## src/rtl/data_restore_pkg.sv

```systemverilog
// Shared constants, byte type and hard-demap helpers for the OFDM data-restore path.
package data_restore_pkg;

   localparam logic [1:0] MOD_BPSK  = 2'd0;
   localparam logic [1:0] MOD_QPSK  = 2'd1;
   localparam logic [1:0] MOD_16QAM = 2'd2;
   localparam logic [1:0] MOD_RSV   = 2'd3;

   localparam logic [7:0] SYM_LONG1 = 8'd1;
   localparam logic [7:0] SYM_LONG2 = 8'd2;
   localparam logic [7:0] SYM_DATA0 = 8'd3;

   // 802.11a: nulls at 0, 27..37; pilots at 7, 21, 43, 57.
   localparam logic [63:0] DATA_MASK_80211 = 64'hFDFF_F7C0_07DF_FF7E;

   typedef struct packed {
      logic [7:0] data;
      logic       last;
      logic       user;
   } axis_byte_t;

   // Demapped bits left-aligned in stream order; unused low bits are 0.
   function automatic logic [3:0] demap(input logic [1:0] mode, input logic sign_r,
                                        input logic sign_i, input logic small_r,
                                        input logic small_i);
      case (mode)
         MOD_BPSK:  return {~sign_r, 3'b000};
         MOD_QPSK:  return {~sign_r, ~sign_i, 2'b00};
         MOD_16QAM: return {~sign_r, small_r, ~sign_i, small_i};
         default:   return 4'b0000;
      endcase
   endfunction

   function automatic logic [2:0] bits_per_sym(input logic [1:0] mode);
      case (mode)
         MOD_BPSK:  return 3'd1;
         MOD_QPSK:  return 3'd2;
         MOD_16QAM: return 3'd4;
         default:   return 3'd0;
      endcase
   endfunction

endpackage

```

## src/rtl/axis_sync_fifo.sv

```systemverilog
// First-word-fall-through byte FIFO with last/user sideband and occupancy output.
module axis_sync_fifo import data_restore_pkg::*; #(
   parameter int unsigned DEPTH = 64
) (
   input  logic                     clk,
   input  logic                     rst_n,
   input  logic                     wr_en,
   input  axis_byte_t               wr_data,
   output logic                     wr_drop,
   output logic                     out_valid,
   input  logic                     out_ready,
   output axis_byte_t               out_data,
   output logic [$clog2(DEPTH):0]   level
);

   localparam int unsigned AW = $clog2(DEPTH);
   localparam int unsigned LW = AW + 1;

   axis_byte_t      mem [DEPTH];
   logic [AW-1:0]   rd_ptr, wr_ptr;
   logic            full, rd, wr_ok;

   assign full      = (level == LW'(DEPTH));
   assign out_valid = (level != '0);
   assign rd        = out_valid && out_ready;
   // A read at full frees its slot in the same cycle.
   assign wr_ok     = wr_en && (!full || rd);
   assign wr_drop   = wr_en && !wr_ok;
   assign out_data  = out_valid ? mem[rd_ptr] : '0;

   always_ff @(posedge clk or negedge rst_n) begin
      if (!rst_n) begin
         rd_ptr <= '0;
         wr_ptr <= '0;
         level  <= '0;
      end else begin
         if (wr_ok) wr_ptr <= wr_ptr + AW'(1);
         if (rd)    rd_ptr <= rd_ptr + AW'(1);
         case ({wr_ok, rd})
            2'b10:   level <= level + LW'(1);
            2'b01:   level <= level - LW'(1);
            default: level <= level;
         endcase
      end
   end

   always_ff @(posedge clk) begin
      if (wr_ok) mem[wr_ptr] <= wr_data;
   end

endmodule

```

## src/rtl/data_restore_multi.sv

```systemverilog
// OFDM receive data restore: carrier filtering, BPSK/QPSK/16QAM hard demap, byte packing, AXIS out.
module data_restore_multi import data_restore_pkg::*; #(
   parameter int unsigned      IQ_W       = 8,
   parameter int unsigned      NFFT       = 64,
   parameter logic [NFFT-1:0]  DATA_MASK  = DATA_MASK_80211,
   parameter int unsigned      QAM16_THR  = 32,
   parameter int unsigned      FIFO_DEPTH = 64
) (
   input  logic                          CLK,
   input  logic                          Rst_n,
   input  logic                          io_inputDataEn,
   input  logic [IQ_W-1:0]               io_inputDataR,
   input  logic [IQ_W-1:0]               io_inputDataI,
   input  logic [7:0]                    io_inputSymbol,
   input  logic [1:0]                    io_modSel,
   input  logic [7:0]                    io_numSymbols,
   output logic                          io_axisOut_valid,
   input  logic                          io_axisOut_ready,
   output logic [7:0]                    io_axisOut_payload_data,
   output logic                          io_axisOut_payload_last,
   output logic                          io_axisOut_payload_user,
   output logic [$clog2(FIFO_DEPTH):0]   io_fifoLevel,
   output logic                          io_overflow,
   output logic                          io_symErr
);

   function automatic int unsigned find_last(input logic [NFFT-1:0] m);
      int unsigned pos = 0;
      for (int k = 0; k < NFFT; k++) if (m[k]) pos = k;
      return pos;
   endfunction

   function automatic logic [IQ_W-1:0] abs_sat(input logic [IQ_W-1:0] x);
      if (!x[IQ_W-1])                           return x;
      else if (x == {1'b1, {(IQ_W-1){1'b0}}})   return {1'b0, {(IQ_W-1){1'b1}}};
      else                                      return -x;
   endfunction

   localparam int unsigned        LOG_N    = $clog2(NFFT);
   localparam int unsigned        IDX_W    = LOG_N + 1;
   localparam logic [IDX_W-1:0]   NFFT_IDX = IDX_W'(NFFT);
   localparam logic [LOG_N-1:0]   LAST_IDX = LOG_N'(find_last(DATA_MASK));
   localparam logic [IQ_W-1:0]    THR      = IQ_W'(QAM16_THR);

   logic [7:0]        sym_q;
   logic [IDX_W-1:0]  idx_q, cur_idx, idx_d;
   logic [1:0]        mode_q, cur_mode;
   logic              sym_change, in_range, first_smp, is_data_sym, take, is_last;
   logic              short_sym, rsv_err, final_sym;

   // Input-stage register, then demap register, then packer.
   logic              a_vld, a_clr, a_arm, a_last;
   logic [IQ_W-1:0]   a_r, a_i;
   logic [1:0]        a_mode;
   logic              d_vld, d_clr, d_arm, d_last;
   logic [3:0]        d_bits;
   logic [2:0]        d_n;

   logic [7:0]        acc_q, base_acc, pk_acc;
   logic [3:0]        cnt_q, base_cnt, pk_cnt;
   logic              byte_done, armed_q, overflow_q, symerr_q, fifo_drop;
   axis_byte_t        wr_byte, rd_byte;

   assign sym_change  = (io_inputSymbol != sym_q);
   assign cur_idx     = sym_change ? '0 : idx_q;
   assign in_range    = (cur_idx < NFFT_IDX);
   assign first_smp   = io_inputDataEn && (cur_idx == '0);
   assign cur_mode    = first_smp ? io_modSel : mode_q;
   assign is_data_sym = (io_inputSymbol >= SYM_DATA0);
   assign take        = io_inputDataEn && is_data_sym && in_range &&
                        DATA_MASK[cur_idx[LOG_N-1:0]] && (cur_mode != MOD_RSV);
   assign idx_d       = cur_idx + {{(IDX_W-1){1'b0}}, io_inputDataEn && in_range};
   assign final_sym   = ({1'b0, io_inputSymbol} == 9'd2 + {1'b0, io_numSymbols});
   assign is_last     = final_sym && (cur_idx[LOG_N-1:0] == LAST_IDX);
   assign short_sym   = sym_change && (idx_q != '0) && (idx_q != NFFT_IDX);
   assign rsv_err     = first_smp && is_data_sym && (io_modSel == MOD_RSV);

   // Symbol changes restart the byte; samples per symbol divide evenly into bytes otherwise.
   always_comb begin
      base_acc = d_clr ? '0 : acc_q;
      base_cnt = d_clr ? '0 : cnt_q;
      pk_acc   = base_acc;
      pk_cnt   = base_cnt;
      if (d_vld) begin
         case (d_n)
            3'd1:    pk_acc = {base_acc[6:0], d_bits[3]};
            3'd2:    pk_acc = {base_acc[5:0], d_bits[3:2]};
            3'd4:    pk_acc = {base_acc[3:0], d_bits};
            default: pk_acc = base_acc;
         endcase
         pk_cnt = base_cnt + {1'b0, d_n};
      end
   end

   assign byte_done = d_vld && (pk_cnt == 4'd8);
   assign wr_byte   = '{data: pk_acc, last: d_last, user: armed_q};

   always_ff @(posedge CLK or negedge Rst_n) begin
      if (!Rst_n) begin
         sym_q      <= '0;
         idx_q      <= '0;
         mode_q     <= MOD_BPSK;
         a_vld      <= 1'b0;
         a_clr      <= 1'b0;
         a_arm      <= 1'b0;
         a_last     <= 1'b0;
         a_r        <= '0;
         a_i        <= '0;
         a_mode     <= MOD_BPSK;
         d_vld      <= 1'b0;
         d_clr      <= 1'b0;
         d_arm      <= 1'b0;
         d_last     <= 1'b0;
         d_bits     <= '0;
         d_n        <= '0;
         acc_q      <= '0;
         cnt_q      <= '0;
         armed_q    <= 1'b0;
         overflow_q <= 1'b0;
         symerr_q   <= 1'b0;
      end else begin
         sym_q <= io_inputSymbol;
         idx_q <= idx_d;
         if (first_smp) mode_q <= io_modSel;
         a_vld <= take;
         a_clr <= sym_change;
         a_arm <= io_inputDataEn && (io_inputSymbol == SYM_LONG1);
         if (take) begin
            a_r    <= io_inputDataR;
            a_i    <= io_inputDataI;
            a_mode <= cur_mode;
            a_last <= is_last;
         end
         d_vld  <= a_vld;
         d_clr  <= a_clr;
         d_arm  <= a_arm;
         d_last <= a_last;
         d_bits <= demap(a_mode, a_r[IQ_W-1], a_i[IQ_W-1],
                         abs_sat(a_r) < THR, abs_sat(a_i) < THR);
         d_n    <= bits_per_sym(a_mode);
         acc_q  <= pk_acc;
         cnt_q  <= byte_done ? '0 : pk_cnt;
         // Arm travels with the pipeline so late bytes of a previous frame stay untagged.
         if (d_arm)          armed_q <= 1'b1;
         else if (byte_done) armed_q <= 1'b0;
         if (fifo_drop)            overflow_q <= 1'b1;
         if (short_sym || rsv_err) symerr_q   <= 1'b1;
      end
   end

   axis_sync_fifo #(
      .DEPTH (FIFO_DEPTH)
   ) u_fifo (
      .clk       (CLK),
      .rst_n     (Rst_n),
      .wr_en     (byte_done),
      .wr_data   (wr_byte),
      .wr_drop   (fifo_drop),
      .out_valid (io_axisOut_valid),
      .out_ready (io_axisOut_ready),
      .out_data  (rd_byte),
      .level     (io_fifoLevel)
   );

   assign io_axisOut_payload_data = rd_byte.data;
   assign io_axisOut_payload_last = rd_byte.last;
   assign io_axisOut_payload_user = rd_byte.user;
   assign io_overflow             = overflow_q;
   assign io_symErr               = symerr_q;

endmodule
```

## config.mk

```make
export PLATFORM = sky130hd
export DESIGN_NAME = data_restore_multi
export DESIGN_NICKNAME = d
export VERILOG_FILES = /design/src/rtl/data_restore_pkg.sv /design/src/rtl/axis_sync_fifo.sv /design/src/rtl/data_restore_multi.sv
export SDC_FILE = /design/constraint.sdc
export NUM_CORES = 1
export LEC_CHECK = 0
export CORE_MARGIN = 2
export CORE_UTILIZATION = 46
export DETAILED_ROUTE_END_ITERATION = 8
export GPL_TIMING_DRIVEN = 0
export PLACE_DENSITY = 0.6
export REMOVE_ABC_BUFFERS = 1
export SKIP_CTS_REPAIR_TIMING = 1
export SYNTH_ARGS = -nofsm -noshare
export SYNTH_HDL_FRONTEND = slang
export SYNTH_SLANG_ARGS = --single-unit
```

## constraint.sdc

```tcl
create_clock -name CLK -period 13.5 [get_ports CLK]
set_clock_uncertainty 0.1 [all_clocks]
set_input_delay 1.35 -clock CLK [delete_from_list [all_inputs] [get_ports CLK]]
set_output_delay 1.35 -clock CLK [all_outputs]
set_load 0.005 [all_outputs]
```

### Yosys cells after proc, flatten, opt, wreduce, memory -nomap -nowiden

Memory sizes are Yosys's and may differ from the RTL's.
Cells that the tools add are included.

* register bits after elaboration: 84
* bits in writable memories: 640
* memory bits (read-only): 64
* input bits: 38
* output and inout bits: 20
* logic and storage cells: 107
* memories: 2

* $add $sub $neg: 9
* order comparisons: 5
* eq/ne operators: 18
* muxes and demuxes: 21
* bitwise logic cells: 2
* reduce and logical (&&, ||, !) cells: 26

Memory list
* u_fifo.mem: words 64, bits a word 10, rd ports 1, clocked after memory_dff 0, write ports 1, RTL line axis_sync_fifo.sv:19 `axis_byte_t mem [DEPTH];`
* (name not given): words 64, bits a word 1, rd ports 1, clocked after memory_dff 0, write ports 0, RTL line data_restore_multi.sv:71 `DATA_MASK[cur_idx[LOG_N-1:0]] && (cur_mode != MOD_RSV);`

Operators with widths (number)
* $mux 8: 6
* $pmux 8 s3: 1
* $eq 8x8->1 const B: 2
* $logic_and 1x1->1: 16
* $lt 8x6->1 const B: 2
* $neg 8->8: 2
* $pmux 7 s2: 1
* $reduce_bool 7->1: 2
* $add 6x1->6 const B: 2
* $mux 4: 3
* $pmux 4 s3: 1
* $mux 10: 1
* $add 2x8->9 const A: 1
* $eq 8x9->1: 1
* $pmux 3 s3: 1
* $eq 8x1->1 const B: 1
* $ge 8x2->1 const B: 1
* $ne 8x8->1: 1
* $add 7x1->7: 1
* $add 7x1->7 const B: 1
* $eq 7x7->1 const B: 1
* $logic_not 7->1: 1
* $lt 6x7->1 const B: 1
* $lt 7x7->1 const B: 1
* 19 further kinds: 30

### Depth between registers and ports, before layout

* depth in word-level cells: 8
* mapped depth: 17
* gate-level depth less buffers: 16

### Hierarchy

Synthesis repeated with hierarchy kept, for this count alone.

* cells, all modules: 1545
* area, all modules: 28961.5 um2

By module, submodules not included
* axis_sync_fifo: times used 1, cells each 1263, area an instance 25754.7 um2, seq. area each 19693.9 um2
* data_restore_multi: times used 1, cells each 282, area an instance 3206.8 um2, seq. area each 1626.6 um2

### Worst setup path after synthesis

OpenSTA, ideal clock, no wires.

* kind: flip-flop to flip-flop
* start point: register d_n[2]
* end point: memory u_fifo.mem[0][2] (netlist name) (data pin)
* setup time: 0.710 ns
* data arrival time: 3.798 ns
* required time: 12.690 ns
* path slack: 8.892 ns
* cell stages (with the launch flop): 6
* buffers on the path: 1
* period minus slack after synthesis: 4.608 ns
* path through: dfrtp_1 -> clkbuf_1 -> nor2b_1 -> nor2b_1 -> a21oi_1 -> o21ai_0

* word-level cells in the longest chain between the ends: 3
* elaborated cells on any way between the ends: 5
* classes of those cells: 3 x eq/ne; 2 x mux

RTL lines
* start, declared: RTL line data_restore_multi.sv:57 `logic [2:0] d_n;`
* start signal, assigned: RTL line data_restore_multi.sv:140 `d_n <= bits_per_sym(a_mode);`
* $eq 3x3->1, or another cell as far along: RTL line data_restore_multi.sv:85 `case (d_n)`
* $pmux 8 s3 (*): RTL line data_restore_multi.sv:85
* $mux 8 (*): RTL line data_restore_multi.sv:84 `if (d_vld) begin`
* named net pk_acc[0]: RTL line data_restore_multi.sv:59 `logic [7:0] acc_q, base_acc, pk_acc;`
* end, declared: RTL line axis_sync_fifo.sv:19

Mark *: on every way through the listed nets, which the timed path passes. The rest lies on a longest branch.

### Worst setup path after layout

* start point: register u_fifo.rd_ptr[0]
* end point: output io_axisOut_payload_data[6]

* word-level cells in the longest chain between the ends: 2

RTL lines
* start, declared: RTL line axis_sync_fifo.sv:20 `logic [AW-1:0] rd_ptr, wr_ptr;`
* start signal, assigned: RTL line axis_sync_fifo.sv:38 `if (rd) rd_ptr <= rd_ptr + AW'(1);`
* $mem_v2 64x10
* $mux 10: RTL line axis_sync_fifo.sv:29 `assign out_data = out_valid ? mem[rd_ptr] : '0;`
* end, declared: RTL line data_restore_multi.sv:19 `output logic [7:0] io_axisOut_payload_data,`

Every way passes these cells.

==> flow_summary.json <==
{
  "rr_startpoint": "d_clr$_DFF_PN0_",
  "crit_path_max_fanout": 30,
  "nNetsFinal": 1597,
  "yosys.area_share.simple_pct": 3.74,
  "yosys_warnings": 0,
  "hp-start": "a_clr$_DFF_PN0_",
  "drc": 0,
  "hold_class": "reg2reg",
  "place_inst": 2313,
  "seq_area_um2": 21300,
  "syn_area_per_cell_um2": 20.0,
  "drive_above_1_share_pct": 21.3,
  "synth.area.mux_share_pct": 16.4,
  "syn-cell-area_um2": 29000,
  "min_period_over_period_pct": 44.2,
  "antenna_left": 0,
  "drv_slew": 0,
  "netlist_instances": 1455,
  "ys_async_sr_fraction_pct": 11.6,
  "final.setup.tns_ns": 0,
  "synthTopCellsByCount": "edfxtp_1 (640), mux4_2 (160), nor2_1 (96)",
  "yosysMostFrequentCell": "edfxtp_1",
  "first_iter_violations": 1161,
  "cts_max_level": 3,
  "synth_top_area_cell": "edfxtp_1",
  "fillerInstances": 4888,
  "synth-compound-area-share_pct": 2.94,
  "num_vias": 14100,
  "fmax_mhz": 168,
  "hold_viol_final": 0,
  "layout_min_cycle_time_ns": 5.96,
  "synth-main-ff-cell": "edfxtp_1",
  "critPathLaunch": "u_fifo.rd_ptr[0]$_DFFE_PN0P_",
  "arrival_ns": 4.51,
  "cp-start-kind": "register",
  "status": "completed",
  "avgViaCountPerCell": 5.79,
  "synthAdderAreaFrac_pct": 0.698,
  "synthToLayoutAreaGrowth_pct": 14.4,
  "worstSkewPairLatency_ns": 0.59,
  "routedWlPerCell_um": 25.3,
  "clock_sinks": 724,
  "maxCapViolCount": 0,
  "ios": 58,
  "instances_no_fill": 2442,
  "setup.worst_path.end_class": "primary output",
  "grt_pass1_wl_mm": 93.4,
  "clk_pin_slew_ns": 0.06,
  "synthXorXnorAreaFrac_pct": 1.15,
  "antenna_found_initial": 0,
  "initial_core_util_pct": 46.3,
  "multi_input_area_um2": 7330,
  "vdd_drop_max_mv": 0.113,
  "p_leak_nw": 9.41,
  "place_congestion": 0.817,
  "wl_mm": 61.7,
  "dr.pass1.iters": 5,
  "utilization_pct": 53.0,
  "powerDensity_nw_per_um2": 168,
  "yosysUniqueCellTypes": 66,
  "antenna_cells": 0,
  "synth_edf_count": 640,
  "cts_tree": "built",
  "dieHeight_um": 255,
  "synth-seq-cells": 724,
  "tightest_slew_ns": 1.20,
  "design.die.area_um2": 65100,
  "finalSetupViolCount": 0,
  "crit_type": "reg2out",
  "grt_max_degree": 66,
  "clock_path_buffers": 3,
  "synth_top_family_by_area": "multiplexers",
  "portBuffers": 57,
  "required_ns": 12.05,
  "synthTopCellsByArea": "edfxtp_1 (66%), mux4_2 (12%), dfrtp_1 (7.2%)",
  "grt_pass1_vias": 14400,
  "grt_setup_unrepaired": "no",
  "rows": 92,
  "synth_top_area_share_pct": 66.2,
  "dp_hpwl_mm": 38.4,
  "cts_inserted_buffers": 75,
  "relSlewSlack_pct": 19.6,
  "root_buffer": "clkbuf_16",
  "grt_use_total_pct": 19.7,
  "seq_area_frac_synth_pct": 73.4,
  "die_w_um": 255,
  "core_area_um2": 62700,
  "grt_overflow_total": 0
}
==> through the flow <==
stage	area, um^2	power, W	hold WS, ns	setup slack (ns)
4_1_cts	33200	0.00565	0.248	7.47
3_3_place_gp	30200	0.00376	0.232	-1.10
6_report	33200	0.00560	0.248	7.54
3_5_place_dp	30900	0.00368	0.235	8.12
5_1_grt	33200	0.00581	0.255	7.32
2_1_floorplan	28600	0.00331	0.231	4.19
==> report_power, final <==
part / internal [W] / switching [W]
Clock: 0.00116 / 0.000818
Sequential: 0.00244 / 0.000118
Combinational: 0.000527 / 0.000534
==> flip-flops by register name (all words and copies together), names as in the netlist, 2 cells and up <==
name	count
u_fifo.mem	640
a_i	8
a_r	8
acc_q	8
sym_q	8
idx_q	7
u_fifo.level	7
u_fifo.rd_ptr	6
u_fifo.wr_ptr	6
cnt_q	4
d_bits	4
d_n	3
a_mode	2
mode_q	2
==> kinds of logic after synthesis <==
logic type,count (synthesis)
AO/OA/AOI/OAI,125
XOR/XNOR,38
adder cells (fa/ha/maj),15
buffers and inverters,87
flip-flops,724
multiplexers,238
AND/OR/NAND/NOR,228
==> worst paths after layout <==
path	to	slack, ns	depth (start not counted)
max	io_axisOut_payload_data[6]	7.54	7
max in group asynchronous	u_fifo.rd_ptr[1]$_DFFE_PN0P_	12.12	2
min	d_clr$_DFF_PN0_	0.25	0
min in group asynchronous	a_r[2]$_DFFE_PN0P_	0.53	1
max reg2reg	u_fifo.level[6]$_DFFE_PN0P_	8.44	16
min reg2reg	d_clr$_DFF_PN0_	0.25	0
==> worst max-delay path, stage by stage, from the launching register on <==
cell,delay (ns)
dfrtp_4,0.87
buf_16,0.32
buf_16,0.27
mux4_1,0.65
mux4_2,0.54
a22oi_1,0.42
o21ai_1,0.28
clkdlybuf4s50_1,0.51
==> cells in the final DEF, fill, tap and decap left out, drive strengths merged, types with 17 or more instances in the layout <==
master	count
mux2	38
xor2	21
dfrtp	84
inv	19
edfxtp	640
clkbuf	98
nor2	96
buf	24
mux4	180
mux2i	20
nand2	43
clkdlybuf4s50	56
nor2b	17
nand3	17
o21ai	22
a22oi	17
a21oi	22
xnor2	17
clkinv	21
==> layer usage <==
metal | track usage, % | vias to the layer above | routed length, um
met4 | 5.86 | 0 | 1380
met2 | 31.0 | 408 | 29300
met5 | 0 | - | 0
li1 | - | 6151 | -
met3 | 3.43 | 95 | 3410
met1 | 28.5 | 7474 | 27600
==> area by class of cell <==
cell class | instances | share of cell area [%]
flip-flops and latches | 724 | 64.2
multi-input cells | 644 | 22.1
clock buffers | 98 | 6.04
repair buffers | 82 | 3.39
well taps | 846 | 3.19
clock inverters | 31 | 0.908
inverters | 17 | 0.192
Power figures use the tool's default switching activity.
